===== config.mk =====
export PLATFORM = sky130hd
export DESIGN_NAME = bus_arbiter4
export DESIGN_NICKNAME = d
export VERILOG_FILES = /design/src/rtl/arb_pkg.sv /design/src/rtl/bus_arbiter4_mux4.sv /design/src/rtl/bus_arbiter4.sv
export SDC_FILE = /design/constraint.sdc
export NUM_CORES = 1
export LEC_CHECK = 0
export ABC_CLOCK_PERIOD_IN_PS = 3900
export CAP_MARGIN = 30
export CORE_AREA = 8 8 85 87
export DETAILED_ROUTE_END_ITERATION = 12
export DIE_AREA = 0 0 93 95
export PLACE_DENSITY = 0.86
export SYNTH_ARGS = -nofsm -noshare
export SYNTH_HDL_FRONTEND = slang
export SYNTH_SLANG_ARGS = --single-unit

===== constraint.sdc =====
create_clock -name clk -period 3.9 [get_ports clk]
set_input_delay 0.78 -clock clk [delete_from_list [all_inputs] [get_ports clk]]
set_output_delay 0.78 -clock clk [all_outputs]
set_load 0.01 [all_outputs]

===== src/rtl/arb_pkg.sv =====
`default_nettype none
// ============================================================================
//  Module      : arb_pkg
//  Description : Shared types and the round-robin search used by bus_arbiter4.
//  Revision    : 1.0 - initial release
// ============================================================================
package arb_pkg;

    localparam int NUM_REQ = 4;

    typedef enum logic {IDLE, BUSY} arb_state_t;

    // Returns {found, index} of the first set request scanning ptr, ptr+1, ... mod 4.
    function automatic logic [2:0] pick_rr(input logic [NUM_REQ-1:0] req, input logic [1:0] ptr);
        logic [1:0] idx;
        logic [2:0] res;
        res = 3'b000;
        for (int k = NUM_REQ - 1; k >= 0; k--) begin
            idx = ptr + 2'(k);
            if (req[idx]) begin
                res = {1'b1, idx};
            end
        end
        return res;
    endfunction

endpackage
`default_nettype wire


===== src/rtl/bus_arbiter4_mux4.sv =====
`default_nettype none
// ============================================================================
//  Module      : Mux4
//  Description : Four-input payload multiplexer steering the granted requester.
//  Revision    : 1.0 - initial release
// ============================================================================
module Mux4 #(
    parameter int WIDTH = 32
) (
    input  logic [1:0]       i_sel,
    input  logic [WIDTH-1:0] i_d0,
    input  logic [WIDTH-1:0] i_d1,
    input  logic [WIDTH-1:0] i_d2,
    input  logic [WIDTH-1:0] i_d3,
    output logic [WIDTH-1:0] o_y
);

    always_comb begin
        o_y = i_d0;
        case (i_sel)
            2'd0:    o_y = i_d0;
            2'd1:    o_y = i_d1;
            2'd2:    o_y = i_d2;
            default: o_y = i_d3;
        endcase
    end

endmodule
`default_nettype wire


===== src/rtl/bus_arbiter4.sv =====
`default_nettype none
// ============================================================================
//  Module      : bus_arbiter4
//  Description : Round-robin arbiter sharing one bus port among four requesters,
//                with release on accept, withdrawal or hold timeout.
//  Revision    : 1.0 - initial release
// ============================================================================
module bus_arbiter4
    import arb_pkg::*;
#(
    parameter int WIDTH    = 32,
    parameter int MAX_HOLD = 16
) (
    input  logic             clk,
    input  logic             reset,
    input  logic [3:0]       req,
    input  logic [WIDTH-1:0] in0,
    input  logic [WIDTH-1:0] in1,
    input  logic [WIDTH-1:0] in2,
    input  logic [WIDTH-1:0] in3,
    input  logic             bus_ready,
    output logic [3:0]       gnt,
    output logic [1:0]       sel,
    output logic [WIDTH-1:0] bus_out,
    output logic             bus_valid,
    output logic             timeout_err
);

    localparam logic [7:0] c_hold_last = (MAX_HOLD == 0) ? 8'd0 : 8'(MAX_HOLD - 1);

    arb_state_t  r_state;
    logic [1:0]  r_ptr;
    logic [7:0]  r_hold_cnt;
    logic [3:0]  r_gnt;
    logic [1:0]  r_sel;
    logic        r_bus_valid;
    logic        r_timeout_err;

    logic        w_done;
    logic        w_timeout;
    logic [3:0]  w_search_req;
    logic [1:0]  w_search_ptr;
    logic [2:0]  w_pick;

    // While busy the next winner is searched from w+1, which is the updated ptr.
    always_comb begin
        w_done       = bus_ready | ~req[r_sel];
        w_timeout    = (MAX_HOLD != 0) && !w_done && (r_hold_cnt == c_hold_last);
        w_search_req = w_timeout ? (req & ~r_gnt) : req;
        w_search_ptr = (r_state == BUSY) ? (r_sel + 2'd1) : r_ptr;
        w_pick       = pick_rr(w_search_req, w_search_ptr);
    end

    always_ff @(posedge clk or posedge reset) begin
        if (reset) begin
            r_state       <= IDLE;
            r_ptr         <= 2'd0;
            r_hold_cnt    <= 8'd0;
            r_gnt         <= 4'b0000;
            r_sel         <= 2'd0;
            r_bus_valid   <= 1'b0;
            r_timeout_err <= 1'b0;
        end else begin
            r_timeout_err <= 1'b0;
            case (r_state)
                IDLE: begin
                    if (w_pick[2]) begin
                        r_state     <= BUSY;
                        r_gnt       <= 4'b0001 << w_pick[1:0];
                        r_sel       <= w_pick[1:0];
                        r_bus_valid <= 1'b1;
                        r_hold_cnt  <= 8'd0;
                    end
                end
                BUSY: begin
                    if (w_done || w_timeout) begin
                        r_ptr         <= r_sel + 2'd1;
                        r_timeout_err <= w_timeout;
                        r_hold_cnt    <= 8'd0;
                        if (w_pick[2]) begin
                            r_gnt <= 4'b0001 << w_pick[1:0];
                            r_sel <= w_pick[1:0];
                        end else begin
                            r_state     <= IDLE;
                            r_gnt       <= 4'b0000;
                            r_sel       <= 2'd0;
                            r_bus_valid <= 1'b0;
                        end
                    end else begin
                        r_hold_cnt <= r_hold_cnt + 8'd1;
                    end
                end
                default: r_state <= IDLE;
            endcase
        end
    end

    assign gnt         = r_gnt;
    assign sel         = r_sel;
    assign bus_valid   = r_bus_valid;
    assign timeout_err = r_timeout_err;

    Mux4 #(.WIDTH(WIDTH)) u_mux (
        .i_sel (r_sel),
        .i_d0  (in0),
        .i_d1  (in1),
        .i_d2  (in2),
        .i_d3  (in3),
        .o_y   (bus_out)
    );

endmodule
`default_nettype wire


==> results.ini, run 1 <==
[outcome]
run_status=finished clean

[route]
wl_um=10100
dr.pass1.iters=9
num_vias=2600
routed_via_density=5.45
wl_per_cell_um=21.2
drt_iter0_markers=210
drcViolationCount=0
ant_nets=0

[timing]
rsz0062_at_grt=no
min_period_ns=3.24
slew_headroom_pct=53.7
hold_ws_ns=0.498
finalSetupTns_ns=0
finalHoldViolCount=0
timing.fmax_ghz=0.308
slew_viol_final=0
min_period_over_period_pct=83.1
setup_viol=0
clock_skew_ns=0.00280
tightestPinTransition_ns=0.693

[die]
die_area_mm2=0.00884
fp.dieH_um=95
boundaryPins=175
start_util_pct=34.2
die-width_um=93
rows=28
core_mm2=0.00582

[yosys]
synthArstFlopShare_pct=100
yosysTopAreaCell=dfrtp_1
synthDominantCellAreaShare_pct=23.9
synth_nets=375
ys_ff_latch=19
synth.area.top_cells=dfrtp_1 24%, a222oi_1 16%, mux2i_1 16%, inv_1 7.0%, ha_1 3.1%
yosysSeqAreaShare_pct=23.9
synth_enable_flop_cells=0
yosysUniqueCellTypes=43
synth_warnings=0
synthFlopType=dfrtp_1
netlist_instances=235
synth.cell_area_mm2=0.00199
syn_avg_cell_area_um2=8.45

[pwr]
swShare_pct=42.0
combPwrFrac_pct=80.2
p_int_uw=1290
p_leak_uw=0.00160
seqPwrFrac_pct=13.7
vdd_drop_max_uv=327
clkPwrFrac_pct=6.1
p_sw_uw=930
p_total_uw=2220
power_density_mw_per_mm2=574

[global_routing]
grt_max_degree=27
grt_pass1_vias=2632
antenna_found_initial=2
grt_first_pass_wirelength_um=14600
grt_usage_pct=20.8
overflow=0

[clocking]
cts_resized=0
htree_num_levels=1
post_cts_buffers=0
cts.hold.buffers_added=0
cts_tree=done
numCtsBuffers=3
clock_latency_ns=0.25
cts.reportedPaths.clkPinSlew_ns=0.07
max-clock-path-buffers=2
cts_root_buf=clkbuf_8
cts_sinks=19

[worst_setup_path]
reg2reg_to=gnt[0]
setup.worst_path.start=sel[0]
critical_path_class=flip-flop to output port
worstSetupEndpoint=bus_out[3]
r2r_start=sel[1]
worstPathMaxFanout=26
worstSetupEndpointType=output port
worstPathArrival_ns=2.46
worstPathRequired_ns=3.12
ff2ff_path_depth=7
start_kind=flip-flop
reg2reg_slack_ns=1.29

[placed_design]
gp_congestion=0.918
port_buffers=174
dp_hpwl_um=8370

[worst_hold_path]
min_path_type=flip-flop to flip-flop

[job]
drv_cap=0

[layout]
final_layout_size_suffix_gt1_share_pct=5.75
synthToLayoutAreaGrowth_pct=94.3
nets=541

## power groups by stage
stage	clock network, uW	logic [uW]	registers (uW)
after CTS	135	1790	305
after global routing	144	1910	314
after floorplan	0	891	305
after detailed placement	0	1780	307
final	135	1780	305
after global placement	0	1720	303
## cell type report
class	count	area [um^2]
multi-input combinational	161	1300
inverter	37	139
fill	494	1960
clock buffer	4	45.0
antenna	2	5.00
timing repair buffer	179	1800
sequential	19	475
tap	75	93.8
## layout by cell type, fill, tap and decap left out, drive strengths merged
cell,Yosys,layout
a21o,2,2
and3,4,4
o311ai,1,1
nor4,1,1
o21a,1,1
nor2,13,13
a222oi,32,32
nor3,1,1
a22o,2,2
and2,2,2
buf,3,5
or4,1,1
clkbuf,15,4
nor2b,1,1
o211ai,2,2
nand2,15,15
inv,37,37
clkdlybuf4s50,0,174
and2b,1,1
a22oi,2,2
xor2,1,1
nand3,8,8
nor4b,2,2
o21ai,21,21
a21oi,1,1
mux2i,33,33
o211a,1,1
o31ai,2,2
a32o,1,1
ha,5,5
dfrtp,19,19
mux2,3,3
o2111ai,1,1
and4b,1,1
diode,0,2
## stage by stage
step | worst slack [ns] | cell area, um^2 | std cells | util (%)
5_1_grt | 0.455 | 3860 | 477 | 66.4
6_report | 0.657 | 3860 | 477 | 66.4
3_5_place_dp | 0.663 | 3810 | 471 | 65.5
4_1_cts | 0.654 | 3850 | 475 | 66.3
2_1_floorplan | 1.30 | 1990 | 235 | -
3_3_place_gp | 0.576 | 3780 | 470 | 65.0
## registers in the layout (all words and copies together), names as in the netlist
name / count
r_state: 1
bus_valid: 1
r_hold_cnt: 8
gnt: 4
timeout_err: 1
r_ptr: 2
sel: 2
## kinds of logic (layout without fill, tap and decap cells)
family / count (synthesis) / in the layout / synth area share [%]
AOI/OAI and AO/OA: 69 / 69 / 29.6
DFF: 19 / 19 / 23.9
xor gates and xnor gates: 1 / 1 / 0.441
other: 0 / 2 / 0
buffers and inverters: 55 / 220 / 10.6
adders and majority gates: 5 / 5 / 3.15
and+or+nand+nor: 50 / 50 / 13.5
muxes: 36 / 36 / 18.7
## synth_stat cells (4+ instances only)
master,n
a222oi_1,32
nand3_1,8
o21ai_1,7
clkbuf_1,15
and3_1,4
nand2_1,15
dfrtp_1,19
mux2i_1,32
inv_1,37
ha_1,5
o21ai_0,12
nor2_1,12
## critical path: stages, from the launching register on
cell and delay, ns:
dfrtp_1 0.52, inv_1 0.11, ha_1 0.30, buf_4 0.26, a222oi_1 0.36, mux2i_1 0.13
clkdlybuf4s50_1 0.51
## how the worst min path moves through the flow
stage	start	endpoint	slack [ns]	cells past startpoint
2_1_floorplan	r_ptr[0]	r_ptr[0]	0.45	2
3_3_place_gp	r_ptr[0]	r_ptr[0]	0.47	2
3_5_place_dp	r_ptr[0]	r_ptr[0]	0.49	2
4_1_cts	r_ptr[0]	r_ptr[0]	0.50	2
5_1_grt	r_hold_cnt[3]	r_hold_cnt[3]	0.52	1
6_report	r_ptr[0]	r_ptr[0]	0.50	2
## per-layer routing
| metal | vias to the layer above | global-route usage (%) | wire, um |
|---|---|---|---|
| li1 | 1224 | - | - |
| met1 | 1235 | 23.4 | 3820 |
| met2 | 127 | 37.7 | 5250 |
| met3 | 14 | 5.00 | 787 |
| met4 | 0 | 6.85 | 235 |
| met5 | - | 0 | 0 |
Power figures use the tool's default switching activity.
==> run 2: changes to the inputs <==
ABC_CLOCK_PERIOD_IN_PS = 2900   (was 3900)
CORE_AREA = 8 8 92 94   (was 8 8 85 87)
DIE_AREA = 0 0 100 102   (was 0 0 93 95)
PLACE_DENSITY = 0.77   (was 0.86)
clock period = 2.9 ns   (was 3.9 ns; I/O delays follow)
==> results.ini, run 2 (synthesized netlist as in run 1, its figures left out) <==
[worst_setup_path]
critical_path_class=flip-flop to output port  ; unchanged
reg2reg_slack_ns=0.45  ; was 1.29 ns
worstPathArrival_ns=2.20  ; was 2.46 ns
cp_slowest_cell=clkdlybuf4s50_1  ; was dfrtp_1
crit_family=buffers and inverters  ; unchanged
start_kind=flip-flop  ; unchanged
path_buf_inv=3  ; unchanged
worstPathMaxFanout=20  ; was 26
worstPathRequired_ns=2.32  ; was 3.12 ns
r2r_start=sel[1]  ; unchanged
critPathMaxStageDelay_ns=0.50  ; was 0.52 ns
worstSetupEndpointType=output port  ; unchanged
ff2ff_path_depth=8  ; was 7
reg2reg_to=gnt[0]  ; unchanged
cp_cell_sequence=inv_1 > ha_1 > buf_4 > a222oi_1 > mux2i_1 > clkdlybuf4s50_1  ; unchanged

[pwr]
p_leak_uw=0.00169  ; was 0.00160 uW
p_total_uw=3050  ; was 2220 uW
power_density_mw_per_mm2=770  ; was 574 mW/mm^2
vdd_drop_max_uv=378  ; was 327 uV

[timing]
slew_headroom_pct=53.8  ; was 53.7%
finalHoldViolCount=0  ; unchanged
rsz0062_at_grt=no  ; unchanged
slew_viol_final=0  ; unchanged
min_period_ns=2.78
finalSetupTns_ns=0  ; unchanged
setup_viol=0  ; unchanged
tightestPinTransition_ns=0.692  ; was 0.693 ns
min_period_over_period_pct=95.9
hold_ws_ns=0.504  ; was 0.498 ns
clock_skew_ns=0.00497  ; was 0.00280 ns
timing.fmax_ghz=0.360

[route]
ant_nets=0  ; unchanged
wl_um=9520  ; was 10,100 um
num_vias=2637  ; was 2,600
routed_via_density=5.19  ; was 5.45
dr.pass1.iters=8  ; was 9
drt_iter0_markers=197  ; was 210
wl_per_cell_um=18.7  ; was 21.2 um
drcViolationCount=0  ; unchanged

[placed_design]
port_buffers=174  ; unchanged
dpl_cell_area_mm2=0.00389  ; was 0.00381 mm^2
dp_cells=503  ; was 471
gp_congestion=0.916  ; was 0.918
dp_hpwl_um=7890  ; was 8370 um

[global_routing]
grt_pass1_vias=2610  ; was 2,632
grt_usage_pct=17.1  ; was 20.8%
antenna_found_initial=0  ; was 2
overflow=0  ; unchanged
grt_first_pass_wirelength_um=14100  ; was 14,600 um
grt_max_degree=33  ; was 27

[die]
boundaryPins=175  ; unchanged
rows=31  ; was 28
die_area_mm2=0.0102  ; was 0.00884 mm^2
core_mm2=0.00706  ; was 0.00582 mm^2
die-width_um=100  ; was 93 um
fp.dieH_um=102  ; was 95 um
start_util_pct=28.1  ; was 34.2%

[layout]
top_register=r_hold_cnt  ; unchanged
final_layout_size_suffix_gt1_share_pct=8.31  ; was 5.75%
final_cell_mix=170 x clkdlybuf4s50_1, 37 x inv_1, 32 x a222oi_1, 32 x mux2i_1, 17 x dfrtp_1  ; was 174 x clkdlybuf4s50_1, 37 x inv_1, 32 x a222oi_1, 32 x mux2i_1, 19 x dfrtp_1
synthToLayoutAreaGrowth_pct=99.4  ; was 94.3%
layout_commonest_cell=clkdlybuf4s50_1  ; unchanged
fin_area_mm2=0.00396  ; was 0.00386 mm^2
largest_reg_flops=8  ; unchanged
nets=550  ; was 541
diodes=0  ; was 2
fillers=630  ; was 494
final_cells=508  ; was 477

[clocking]
clock_latency_ns=0.26  ; was 0.25 ns
htree_num_levels=1  ; unchanged
max-clock-path-buffers=2  ; unchanged
cts_tree=done  ; unchanged
numCtsBuffers=3  ; unchanged
cts.reportedPaths.clkPinSlew_ns=0.07  ; about the same
cts_sinks=19  ; unchanged
cts_root_buf=clkbuf_8  ; unchanged

[worst_hold_path]
hp-start=r_hold_cnt[3]  ; was r_ptr[0]
hold_path_depth=1  ; was 2
min_path_type=flip-flop to flip-flop  ; unchanged
worstHoldEndpoint=r_hold_cnt[3]  ; was r_ptr[0]

[outcome]
run_status=finished clean  ; unchanged

[job]
drv_cap=0  ; unchanged

-- run 2: cell types whose count changed in the layout (fill, tap and decap cells not counted), sizes merged --
cell,delta
dlymetal6s2s,+4
clkdlybuf4s50,-4
diode,-2
buf,+9
-- run 2: through the flow --
stage                     setup slack, ns  utilization [%]
after floorplan                     0.500                -
after global placement             0.0989             55.1
after detailed placement           0.0212             55.1
after CTS                          0.0160             55.8
after global routing               0.0178             56.1
final                               0.120             56.1
-- run 2: area by class of cell --
cell class | count | area, um^2 | share of cell area [%]
well taps | 99 | 124 | 3.13
repair buffers | 188 | 1870 | 47.3
multi-input cells | 161 | 1300 | 32.9
clock buffers | 4 | 45.0 | 1.14
flip-flops and latches | 19 | 478 | 12.1
inverters | 37 | 139 | 3.51
-- run 2: power by group --
part           switching [uW]  internal [uW]
Sequential               72.4            334
Clock                    87.3           97.7
Combinational            1120           1340
-- run 2: repair_timing --
action	4_1_cts	5_1_grt
gates resized for setup	1	6
pin swaps	0	4
setup endpoints to repair	5	19
buffers inserted	0	1
hold buffers	0	0
-- run 2: how the worst max path moves through the flow --
stage	startpoint	end	slack, ns	depth (start not counted)
3_5_place_dp	req[1]	gnt[0]	0.02	8
6_report	sel[1]	bus_out[8]	0.12	6
2_1_floorplan	req[1]	gnt[0]	0.50	7
4_1_cts	sel[0]	bus_out[19]	0.02	6
3_3_place_gp	req[1]	gnt[0]	0.1	8
5_1_grt	sel[1]	bus_out[30]	0.02	6
-- run 2: per-layer routing --
layer	vias to the layer above	global-route usage [%]	wire (um)
met2	136	31.1	4770
met4	0	3.49	133
met5	-	0	0
met1	1243	20.1	3730
li1	1247	-	-
met3	11	3.68	893
-- run 2: worst register-to-register path, cell delays in order (launching register included) --
cell,delay (ns)
dfrtp_2,0.46
buf_4,0.16
mux2_4,0.30
a22oi_4,0.26
o21ai_2,0.13
o211ai_2,0.19
o311ai_2,0.14
nor4b_1,0.17
or4_1,0.52
